### config.mk
export PLATFORM = sky130hd
export DESIGN_NAME = instruction_encoder
export DESIGN_NICKNAME = d
export VERILOG_FILES = /design/src/rtl/isa_pkg.sv /design/src/rtl/instr_fifo.sv /design/src/rtl/instruction_encoder.sv
export SDC_FILE = /design/constraint.sdc
export NUM_CORES = 1
export LEC_CHECK = 0
export ABC_AREA = 1
export CORE_ASPECT_RATIO = 1.4
export CORE_MARGIN = 2
export CORE_UTILIZATION = 35
export DETAILED_ROUTE_END_ITERATION = 7
export PLACE_DENSITY_LB_ADDON = 0.1
export SYNTH_ARGS = -nofsm -noshare
export SYNTH_HDL_FRONTEND = slang
export SYNTH_SLANG_ARGS = --single-unit
### constraint.sdc
create_clock -name clk -period 2.7 [get_ports clk]
set_clock_uncertainty 0.2 [all_clocks]
set_input_delay 0.54 -clock clk [delete_from_list [all_inputs] [get_ports clk]]
set_output_delay 0.54 -clock clk [all_outputs]
set_load 0.05 [all_outputs]
### src/rtl/isa_pkg.sv
// -----------------------------------------------------------------------------
// isa_pkg
// Shared definitions for the instruction encoder.
//   e_opcode      : 5-bit opcode enumeration, values 0..19
//   e_err_code    : 2-bit error code reported by the encoder
//   INSTR_WIDTH   : raw instruction width (opcode + payload)
//   OPCODE_WIDTH  : opcode field width
//   OPERAND_WIDTH : payload width (raw bits 5..17)
//   payload_mask  : per-opcode mask of payload bits kept in the raw word;
//                   mask bit 12 maps to raw bit 5, mask bit 0 to raw bit 17
// -----------------------------------------------------------------------------
package isa_pkg;

    localparam int INSTR_WIDTH   = 18;
    localparam int OPCODE_WIDTH  = 5;
    localparam int OPERAND_WIDTH = INSTR_WIDTH - OPCODE_WIDTH;

    localparam logic [OPCODE_WIDTH-1:0] MAX_OPCODE = 5'd19;

    typedef enum logic [OPCODE_WIDTH-1:0] {
        MATMUL           = 5'd0,
        CONV             = 5'd1,
        ADD              = 5'd2,
        SUB              = 5'd3,
        MUL              = 5'd4,
        RELU             = 5'd5,
        POOL             = 5'd6,
        SHIFT            = 5'd7,
        SCALE            = 5'd8,
        NOP              = 5'd9,
        SYNC             = 5'd10,
        HALT             = 5'd11,
        FENCE            = 5'd12,
        CFG              = 5'd13,
        SEL              = 5'd14,
        LOAD             = 5'd15,
        STORE            = 5'd16,
        REPEAT           = 5'd17,
        START_LOOP       = 5'd18,
        JUMP_OR_END_LOOP = 5'd19
    } e_opcode;

    typedef enum logic [1:0] {
        ERR_NONE           = 2'd0,
        ERR_ILLEGAL_OPCODE = 2'd1,
        ERR_LOOP_OVERFLOW  = 2'd2,
        ERR_LOOP_UNDERFLOW = 2'd3
    } e_err_code;

    // Raw bits 16..17 are never part of any payload, so mask bits 1..0 are
    // always clear.
    function automatic logic [OPERAND_WIDTH-1:0] payload_mask(
        input logic [OPCODE_WIDTH-1:0] op
    );
        logic [OPERAND_WIDTH-1:0] m;
        m = '0;
        case (op)
            SHIFT, SCALE:                         m = 13'h1000; // [5]
            CFG:                                  m = 13'h1E00; // [5:8]
            SEL:                                  m = 13'h1800; // [5:6]
            LOAD, STORE:                          m = 13'h1FFC; // [5:15]
            REPEAT, START_LOOP, JUMP_OR_END_LOOP: m = 13'h1C00; // [5:7]
            default:                              m = '0;
        endcase
        return m;
    endfunction

endpackage

### src/rtl/instr_fifo.sv
// -----------------------------------------------------------------------------
// instr_fifo
// Synchronous in-order FIFO with valid/ready on both sides. Output data is
// read straight from storage, so a word written on one edge is visible the
// following cycle. Output data reads as zero while empty.
// Ports:
//   clk, rst_n          clock, asynchronous active-low reset
//   in_valid/in_ready   write handshake (in_ready = not full)
//   in_data             write data
//   out_valid/out_ready read handshake (out_valid = not empty)
//   out_data            head-of-queue data
// DEPTH must be a power of two so the pointers wrap naturally.
// -----------------------------------------------------------------------------
module instr_fifo #(
    parameter  int WIDTH = 18,
    parameter  int DEPTH = 4,
    localparam int AW    = $clog2(DEPTH),
    localparam int CW    = $clog2(DEPTH + 1)
) (
    input  logic             clk,
    input  logic             rst_n,
    input  logic             in_valid,
    output logic             in_ready,
    input  logic [WIDTH-1:0] in_data,
    output logic             out_valid,
    input  logic             out_ready,
    output logic [WIDTH-1:0] out_data
);

    logic [WIDTH-1:0] r_mem [DEPTH];
    logic [AW-1:0]    r_wr_ptr;
    logic [AW-1:0]    r_rd_ptr;
    logic [CW-1:0]    r_count;
    logic             w_push;
    logic             w_pop;

    assign in_ready  = (r_count < CW'(DEPTH));
    assign out_valid = (r_count != '0);
    assign out_data  = out_valid ? r_mem[r_rd_ptr] : '0;

    assign w_push = in_valid && in_ready;
    assign w_pop  = out_valid && out_ready;

    always_ff @(posedge clk or negedge rst_n) begin
        if (!rst_n) begin
            r_wr_ptr <= '0;
            r_rd_ptr <= '0;
            r_count  <= '0;
        end else begin
            if (w_push) r_wr_ptr <= r_wr_ptr + 1'b1;
            if (w_pop)  r_rd_ptr <= r_rd_ptr + 1'b1;
            case ({w_push, w_pop})
                2'b10:   r_count <= r_count + 1'b1;
                2'b01:   r_count <= r_count - 1'b1;
                default: r_count <= r_count;
            endcase
        end
    end

    // Storage needs no reset: out_data is gated by out_valid.
    always_ff @(posedge clk) begin
        if (w_push) r_mem[r_wr_ptr] <= in_data;
    end

endmodule

### src/rtl/instruction_encoder.sv
// -----------------------------------------------------------------------------
// instruction_encoder
// Packs opcode + operand into an 18-bit raw instruction (opcode in bits 0..4,
// bit 0 is the MSB), masks the payload per opcode, tracks loop nesting and
// queues legal words in an output FIFO.
// Ports:
//   clk, rst_n                 clock, asynchronous active-low reset
//   in_valid/in_ready          instruction handshake
//   in_opcode, in_operand      instruction fields (operand bit 12 -> raw bit 5)
//   out_valid/out_ready        raw word handshake
//   out_instruction            raw word, ascending [0:17]
//   loop_depth                 current open-loop count
//   err_valid/err_code         registered one-cycle error report
//   err_sticky                 set on any error until reset
// Build option: define ENCODER_LOOP_CHECK_EN to enable the loop depth
// counter with overflow/underflow drop. Without it loop_depth reads 0 and
// loop opcodes are always queued.
// -----------------------------------------------------------------------------
module instruction_encoder
    import isa_pkg::*;
#(
    parameter  int FIFO_DEPTH     = 4,
    parameter  int MAX_LOOP_DEPTH = 8,
    localparam int LD_W           = $clog2(MAX_LOOP_DEPTH + 1)
) (
    input  logic                     clk,
    input  logic                     rst_n,
    input  logic                     in_valid,
    output logic                     in_ready,
    input  logic [OPCODE_WIDTH-1:0]  in_opcode,
    input  logic [OPERAND_WIDTH-1:0] in_operand,
    output logic                     out_valid,
    input  logic                     out_ready,
    output logic [0:INSTR_WIDTH-1]   out_instruction,
    output logic [LD_W-1:0]          loop_depth,
    output logic                     err_valid,
    output logic [1:0]               err_code,
    output logic                     err_sticky
);

    logic                   r_run;
    logic                   r_err_valid;
    e_err_code              r_err_code;
    logic                   r_err_sticky;
    logic                   w_fifo_ready;
    logic                   w_accept;
    logic                   w_illegal;
    logic                   w_loop_ovf;
    logic                   w_loop_unf;
    logic                   w_push;
    e_err_code              w_err_next;
    logic [INSTR_WIDTH-1:0] w_word;
    logic [INSTR_WIDTH-1:0] w_fifo_data;

    // r_run holds in_ready low through reset and for the release edge.
    always_ff @(posedge clk or negedge rst_n) begin
        if (!rst_n) r_run <= 1'b0;
        else        r_run <= 1'b1;
    end

    assign in_ready  = r_run && w_fifo_ready;
    assign w_accept  = in_valid && in_ready;
    assign w_illegal = (in_opcode > MAX_OPCODE);
    assign w_word    = {in_opcode, in_operand & payload_mask(in_opcode)};

`ifdef ENCODER_LOOP_CHECK_EN
    logic [LD_W-1:0] r_loop_depth;
    logic            w_is_open;
    logic            w_is_close;

    assign w_is_open  = (in_opcode == REPEAT) || (in_opcode == START_LOOP);
    assign w_is_close = (in_opcode == JUMP_OR_END_LOOP);
    assign w_loop_ovf = w_accept && w_is_open  && (r_loop_depth == LD_W'(MAX_LOOP_DEPTH));
    assign w_loop_unf = w_accept && w_is_close && (r_loop_depth == '0);

    always_ff @(posedge clk or negedge rst_n) begin
        if (!rst_n) begin
            r_loop_depth <= '0;
        end else if (w_accept && w_is_open && !w_loop_ovf) begin
            r_loop_depth <= r_loop_depth + 1'b1;
        end else if (w_accept && w_is_close && !w_loop_unf) begin
            r_loop_depth <= r_loop_depth - 1'b1;
        end
    end

    assign loop_depth = r_loop_depth;
`else
    assign w_loop_ovf = 1'b0;
    assign w_loop_unf = 1'b0;
    assign loop_depth = '0;
`endif

    assign w_push = w_accept && !w_illegal && !w_loop_ovf && !w_loop_unf;

    always_comb begin
        w_err_next = ERR_NONE;
        if (w_accept) begin
            if (w_illegal)       w_err_next = ERR_ILLEGAL_OPCODE;
            else if (w_loop_ovf) w_err_next = ERR_LOOP_OVERFLOW;
            else if (w_loop_unf) w_err_next = ERR_LOOP_UNDERFLOW;
        end
    end

    always_ff @(posedge clk or negedge rst_n) begin
        if (!rst_n) begin
            r_err_valid  <= 1'b0;
            r_err_code   <= ERR_NONE;
            r_err_sticky <= 1'b0;
        end else begin
            r_err_valid <= (w_err_next != ERR_NONE);
            r_err_code  <= w_err_next;
            if (w_err_next != ERR_NONE) r_err_sticky <= 1'b1;
        end
    end

    assign err_valid  = r_err_valid;
    assign err_code   = r_err_code;
    assign err_sticky = r_err_sticky;

    instr_fifo #(
        .WIDTH (INSTR_WIDTH),
        .DEPTH (FIFO_DEPTH)
    ) u_fifo (
        .clk       (clk),
        .rst_n     (rst_n),
        .in_valid  (w_push),
        .in_ready  (w_fifo_ready),
        .in_data   (w_word),
        .out_valid (out_valid),
        .out_ready (out_ready),
        .out_data  (w_fifo_data)
    );

    // Descending fifo data lands MSB-first on the ascending port: bit 0 = MSB.
    assign out_instruction = w_fifo_data;

endmodule

==> results.yml, run 1 <==
run_status:
  status: "completed"
pwr:
  total_power_mw: 5.177
  peakVddDrop_uv: 544.2
  p_per_area_mw_per_mm2: 1193
  p_leak_nw: 1.768
die:
  die_h_um: 120.3
  rows: 42
  dieArea_mm2: 0.01047
  io_pins: 50
  fp.coreArea_mm2: 0.009407
  initial_core_util_pct: 35.94
  fp.dieW_um: 87.07
sta:
  final-hold-violation-count: 0
  fin_setup_tns_ns: 0
  layout_min_cycle_time_ns: 2.555
  grt_setup_unrepaired: "no"
  finalCritPeriodShare_pct: 94.64
  fmax_mhz: 391.3
  worstMarginPinSlew_ns: 0.5027
  slew_viol_final: 0
  slew_headroom_pct: 66.38
  setup_violations: 0
place:
  io_buffers: 40
  placedCellCount: 468
  place_hpwl_um: 4254
  globalplace.congestion: 0.7469
synthesis:
  avgSynthCellArea_um2: 10.66
  netlist_instances: 317
  ys_ff_latch: 74
  synth.yosys.seq_area_share_pct: 64.25
  synth_area_mm2: 0.003381
  ys_warn_count: 0
  ys_types: 27
cells_and_area:
  mostFrequentLayoutCells: "78 x nand2_1, 64 x edfxtp_1, 47 x nor2_1"
  multiInputGateArea_um2: 942.2
  fin_nets: 397
  n_antenna_cell: 0
  drive_above_1_share_pct: 16.04
  area_delta_synth_final_pct: 28.31
  fin_util_pct: 46.12
  filler_cell_count: 879
  instances_no_fill: 484
  seqCellArea_mm2: 0.002172
  final_common_cell: "nand2_1"
grt:
  grtUsageTotal_pct: 13.60
  antenna_found_initial: 0
  grt_overflow: 0
  grt_max_degree: 34
  grt_pass1_wl_um: 10350
  grt_pass1_vias: 2100
route:
  routed_wl_um: 6534
  via_per_inst: 4.589
  dr_wl_met2_um: 3397
  drc: 0
  highest_layer: "met4"
  dr.pass1.iters: 4
  vias: 2221
  wl_per_cell_um: 13.50
  drtAntennaViolNets: 0
  wl_met3_um: 265
  wl_met1_um: 2699
  first_iter_violations: 75
clock_network:
  cts_tree: "done"
  cts.repair.resized: 0
  clock_latency_ns: 0.32
  clockBufferDepth: 2
  cts_sinks: 74
  cts_root_buffer: "clkbuf_16"
  cts.clk_slew.worst_paths_ns: 0.05
  ctsHoldBuffers: 0
  htreeDepth: 3
  post_cts_buffers: 0
  cts-buffers-inserted: 9
worst_setup_path:
  path_cells: "buf_4 > nor2_1 > nor2_1 > o21ai_0 > a21oi_1 > buf_12"
  crit_path_end: "out_instruction[8]"
  startpoint: "u_fifo.r_rd_ptr[0]"
  reg2reg_to: "u_fifo.r_count[2]"
  cp.arrival_ns: 1.82
  crit_path_max_fanout: 18
  cp.required_ns: 1.96
  worstSetupStartpointType: "flop"
  reg2reg_from: "u_fifo.r_count[2]"
  critPathCaptureType: "output pin"
  worstRegToRegCells: 10
  r2r_slack_ns: 0.73
  slowest_stage: "dfrtp_1"
  cpMostUsedCell: "nor2_1"
  cpPeakStageDelay_ns: 0.49
  crit_type: "flop to output pin"
job:
  maxCapViolCount: 0
hold_path:
  hp-class: "flop to flop"
-- metal layers --
layer	vias to the layer above	global-route usage (%)
li1	1125	-
met1	1036	15.53
met2	49	23.33
met3	11	3.345
met4	0	6.641
met5	-	0
-- through the flow --
step           cell area [µm²]  worst slack [ns]  hold slack, ns
6_report                  4338            0.1446          0.2683
3_5_place_dp              4071            0.2232          0.2594
2_1_floorplan             3403            0.2438         0.04441
5_1_grt                   4338           0.03378          0.2847
3_3_place_gp              4071            0.2587          0.2552
4_1_cts                   4338            0.1158          0.2767
-- synth_stat cells (all sizes together) --
master	number	area share, %
edfxtp	64	57
o21ai	21	3.2
conb	2	0.22
nand3b	1	0.22
fa	1	0.59
ha	5	1.9
nor2	48	5.4
nand2	88	11
a21oi	19	2.9
inv	29	3.4
buf	19	5.1
xnor2	2	0.52
dfrtp	10	7.4
or2	1	0.19
nand3	5	1.0
xor2	2	0.52
-- worst min-delay path by stage --
stage / cells after the start / end / start
detailed placement: 1 / err_sticky / err_sticky
finish: 1 / err_sticky / err_sticky
floorplan: 0 / err_code[0] / rst_n
CTS: 1 / err_sticky / err_sticky
global placement: 1 / err_sticky / err_sticky
global route: 1 / u_fifo.r_count[0] / u_fifo.r_count[0]
-- critical path, delay by kind of cell (launching register included) --
family	cells	cell delay (ns)
AO/OA/AOI/OAI	2	0.36
flip-flops	1	0.49
AND/OR/NAND/NOR	2	0.16
buffers and inverters	2	0.49
-- sequential cells by signal (all words and copies together) (netlist names) --
| signal | flops |
|---|---|
| u_fifo.r_wr_ptr | 2 |
| err_code | 1 |
| err_sticky | 1 |
| u_fifo.r_count | 3 |
| r_run | 1 |
| u_fifo.r_mem | 64 |
| u_fifo.r_rd_ptr | 2 |
-- cell type report --
| class | count | area share [%] |
|---|---|---|
| Sequential cell | 74 | 50.07 |
| Inverter | 29 | 2.682 |
| Clock inverter | 3 | 0.3750 |
| Tap cell | 110 | 3.173 |
| Clock buffer | 13 | 5.769 |
| Multi-Input combinational cell | 201 | 21.72 |
| Timing Repair Buffer | 54 | 16.21 |
-- cell families (layout without fill, tap and decap cells) --
group                      count (synthesis)  in the layout  synth area share, %
DFF                                       74             74                64.25
and+or+nand+nor                          143            143                17.36
buffers and inverters                     48             99                8.549
other                                      2              8               0.2221
adders and majority gates                  6              6                2.443
AOI/OAI and AO/OA                         40             40                6.144
xor gates and xnor gates                   4              4                1.036
-- power by group --
part / internal (mW) / total [mW] / switching, mW
logic: 1.09 / 2.71 / 1.62
registers: 1.35 / 1.42 / 0.0682
clock network: 0.642 / 1.05 / 0.404
total: 3.08 / 5.18 / 2.09
(Power assumes the default switching activity.)
==> run 2: changes to the inputs <==
--- a/config.mk
+++ b/config.mk
@@ -8,7 +8,7 @@
 export ABC_AREA = 1
 export CORE_ASPECT_RATIO = 1.4
 export CORE_MARGIN = 2
-export CORE_UTILIZATION = 35
+export CORE_UTILIZATION = 40
 export DETAILED_ROUTE_END_ITERATION = 7
 export PLACE_DENSITY_LB_ADDON = 0.1
 export SYNTH_ARGS = -nofsm -noshare
==> results.yml, run 2 (synthesis gave the netlist of run 1 again) <==
grt:
  grt_pass1_wl_um: 10740
  grt_overflow: 0
  grt-busiest-layer: "met2"
  grt_pass1_vias: 2250
  grtUsageTotal_pct: 16.27
  use_met1_pct: 18.30
  met3_usage_pct: 3.349
  grt_max_degree: 34
  antenna_found_initial: 0
  gr-usage-met2_pct: 26.99
route:
  routed_wl_um: 6601
  via_per_inst: 4.706
  drtAntennaViolNets: 0
  vias: 2240
  first_iter_violations: 102
  wl_per_cell_um: 13.87
  drc: 0
  dr.pass1.iters: 4
cells_and_area:
  filler_cell_count: 735
  reg_top3: "u_fifo.r_mem: 64 flops, u_fifo.r_count: 3 flops"
  final_common_cell: "nand2_1"
  drive_above_1_share_pct: 16.84
  regMostFlops: "u_fifo.r_mem"
  area_delta_synth_final_pct: 28.24
  largest_reg_flops: 64
  multiInputGateArea_um2: 942.2
  mostFrequentLayoutCells: "78 x nand2_1, 64 x edfxtp_1, 47 x nor2_1"
  fin_nets: 397
  n_antenna_cell: 0
  seqCellArea_mm2: 0.002172
  fin_util_pct: 52.88
clock_network:
  ctsHoldBuffers: 0
  cts.clk_slew.worst_paths_ns: 0.06
  cts.repair.resized: 0
  htreeDepth: 3
  post_cts_buffers: 0
  cts_tree: "done"
  cts-buffers-inserted: 9
  clock_latency_ns: 0.33
  cts_root_buffer: "clkbuf_16"
  cts_sinks: 74
  clockBufferDepth: 2
pwr:
  peakVddDrop_uv: 919.5
  p_sw_mw: 2.104
  netSwitchingFraction_pct: 40.07
  power_frac_comb_pct: 51.5
  p_per_area_mw_per_mm2: 1211
  clockPowerShare_pct: 21.5
  intPower_mw: 3.146
  seqPwrFrac_pct: 26.9
  p_leak_nw: 1.780
sta:
  slew_viol_final: 0
  grt_setup_unrepaired: "no"
  finalCritPeriodShare_pct: 91.97
  setup_violations: 0
  final-hold-violation-count: 0
  slew_headroom_pct: 66.53
  layout_min_cycle_time_ns: 2.483
  fmax_mhz: 402.7
  worstMarginPinSlew_ns: 0.5004
  fin_setup_tns_ns: 0
job:
  maxCapViolCount: 0
worst_setup_path:
  critPathCaptureType: "output pin"
  worstSetupStartpointType: "flop"
  cp.required_ns: 1.96
  cp.arrival_ns: 1.74
  crit_path_max_fanout: 18
  crit_type: "flop to output pin"
die:
  initial_core_util_pct: 41.24
  dieArea_mm2: 0.009214
  rows: 39
  fp.dieW_um: 81.70
  io_pins: 50
  fp.coreArea_mm2: 0.008198
  die_h_um: 112.8
hold_path:
  hp-class: "flop to flop"
place:
  io_buffers: 40
  place_hpwl_um: 4167
  globalplace.congestion: 0.7293
run_status:
  status: "completed"
## run 2: changes by cell type in the layout (fill, tap and decap cells not counted), sizes merged
| cell | change |
|---|---|
| clkbuf | -3 |
| clkinv | +2 |
| bufinv | +1 |
## run 2: worst paths after layout
check	start	to	slack (ns)	cells past startpoint
max in group asynchronous	rst_n	u_fifo.r_rd_ptr[1]	1.63	1
min in group asynchronous	rst_n	u_fifo.r_wr_ptr[0]	0.34	1
worst max register to register	u_fifo.r_count[0]	u_fifo.r_count[2]	0.74	10
worst min-delay path	err_sticky	err_sticky	0.26	1
worst max-delay path	u_fifo.r_rd_ptr[0]	out_instruction[6]	0.22	6
worst min register to register	err_sticky	err_sticky	0.26	1
## run 2: per-layer routing
layer,up-vias,part of all wire (%)
met3,13,4.9
met2,55,51
met5,-,0
met4,0,3.5
li1,1124,-
met1,1048,40
## run 2: per-stage QoR
stage          hold slack (ns)  power, mW  area, µm²  cells  setup slack (ns)
3_5_place_dp            0.2549      4.170       4049    460            0.2405
5_1_grt                 0.2944      5.557       4335    476           0.03516
2_1_floorplan          0.04441      3.124       3403    323            0.2438
3_3_place_gp            0.2542      4.146       4049    460            0.2629
6_report                0.2630      5.250       4335    476            0.2168
4_1_cts                 0.2735      5.315       4335    476            0.1688
## run 2: power groups by stage
stage               sequential (mW)  combinational [mW]  clock [mW]
floorplan                      1.44                1.68           0
global placement               1.43                2.71           0
detailed placement             1.44                2.73           0
CTS                            1.41                2.74        1.16
global route                   1.43                2.93        1.20
finish                         1.41                2.71        1.13
## run 2: worst max-delay path, stage by stage (launching register included)
cell and delay, ns:
dfrtp_1 0.46, buf_4 0.30, nor2_1 0.07, nor2_1 0.08, o21ai_0 0.08, a21oi_1 0.25
buf_12 0.18
## run 2: final cells by class
type	instances	area share, %
clock buffer	10	5.281
clock inverter	6	1.328
inverter	29	2.684
multi-input combinational	201	21.73
tap	102	2.944
timing repair buffer	54	15.93
sequential	74	50.10
==> variant: new RTL, config.mk and constraints of run 2 <==
Change the parameter `FIFO_DEPTH` from 4 to 16.
--- a/src/rtl/instruction_encoder.sv
+++ b/src/rtl/instruction_encoder.sv
@@ -21,3 +21,3 @@
 #(
-    parameter  int FIFO_DEPTH     = 4,
+    parameter  int FIFO_DEPTH     = 16,
     parameter  int MAX_LOOP_DEPTH = 8,
Behaviour: not the same (Yosys sat finds a counterexample within 10 cycles, from zero or initial values and one cycle with rst_n low).
==> variant against run 2 <==
The run now ends with setup timing left; routed wire length grew to 4.9 times the old value; area after synthesis increased to 3.4 times the old value; critical path depth increased by 4; final area increased to 3.4 times the old value; cell count grew to 3.2 times the old value; power grew to 3.2 times the old value; clock power grew to 3.3 times the old value; highest routed layer unchanged; sequential cell count is 198 higher; setup slack worse by 0.59 ns; global-route usage increased by 5.5 points.
==> variant: results (changes against run 2) <==
- Outcome: complete, but fails checks
- Failing checks: setup timing
- CP max stage cell: dfrtp_4
- Tot GR Track Use: 21.79% (+5.5 points)
- Final sequential cell count: 272 (+270%)
- Metal1 wirelength: 13450 µm (+410%)
- Largest regs: u_fifo.r_mem (256), u_fifo.r_count (5)
- Multi-input gate area: 3279 µm² (+250%)
- Met3 WL post-DR: 1383 µm (+330%)
- Worst Setup EP: out_instruction[5]
- Skew-Pair Late Insertion Delay: 0.54 ns (+0.21 ns)
- Initial drt markers: 440 (+330%)
- Wire length on met2: 16910 µm (+400%)
- Post-synth EDFFs: 256 (+300%)
- Non-Clock Buffer Count: 156 (+190%)
- Sequential share of the synthesized area: 70.92% (+6.7 points)
- Clock buf/inv share: 5.887% (-0.72 points)
- Leading post-synthesis cells by cell area: edfxtp_1, nand2_1, nand3_1, dfrtp_1, buf_4
- Async SR Flop Fraction: 5.882% (-7.6 points)
- Largest stage delay on the critical path: 0.60 ns (+0.14 ns)
- Final setup violation count: 16 (+16)
- Hold Crit Class: in -> async
- Crit-path max FO: 8 (-10)
- CTS max path bufs: 3 (+1)
- Instance count of the mapped netlist: 1005 (+220%)
- Crit Reg-Reg Startpoint: u_fifo.r_count[4]$_DFFE_PN0P_
- CTS Buf Count: 26 (+17)
- Sequential share of cell area: 54.55% (+4.5 points)
- Cell Count Post-Placement: 1457 (+220%)
- Top cells by count, synth: nand2_1, edfxtp_1, nand3_1
- Wirelength per Cell: 21.33 µm (+54%)
- CLK BUF: 33 (+23)
- Placer Congestion: 0.8161 (+12%)
- Fraction of area in multi-input gates: 22.11% (+0.38 points)
- First-pass GRT wire length: 47530 µm (+340%)
- Worst r2r dst: u_fifo.r_count[4]$_DFFE_PN0P_
- Fin Hold WS: 0.1251 ns (-0.1379 ns)
- Vias per inst: 5.109 (+8.6%)
- Filler Cells Inserted: 2411 (+230%)
- Pre-antenna DRT Iters: 5 (+1)
- Setup WS post-layout: -0.3707 ns (-0.5875 ns)
variant: report_power, final:
part / internal [mW] / total (mW) / switching [mW]
registers: 4.80 / 4.99 / 0.191
clock network: 2.17 / 3.71 / 1.54
logic: 3.28 / 8.23 / 4.95
total: 10.3 / 16.9 / 6.68
variant: logic make-up (layout without fill, tap and decap cells):
kind of cell	after synthesis	after routing	share of synthesized area (%)
adders and majority gates	9	9	0.9874
DFF	272	272	70.92
AOI/OAI and AO/OA	32	32	1.514
and+or+nand+nor	590	590	21.78
xor gates and xnor gates	10	10	0.7680
buffers and inverters	90	233	3.971
other	2	8	0.06585
variant: repair_timing:
action / in CTS / in global routing
buffers inserted: 7 / 2
cloned: 11 / 5
resized for setup: 71 / 68
endpoints found under the setup margin: 18 / 16
pin swaps: 17 / 22
variant: stage by stage:
stage	setup TNS [ns]	setup WS (ns)
floorplan	-8.764	-0.06912
global placement	-4.481	-0.2554
detailed placement	-6.566	-0.2458
CTS	-5.657	-0.3797
global route	-6.447	-0.4478
finish	-5.044	-0.3707
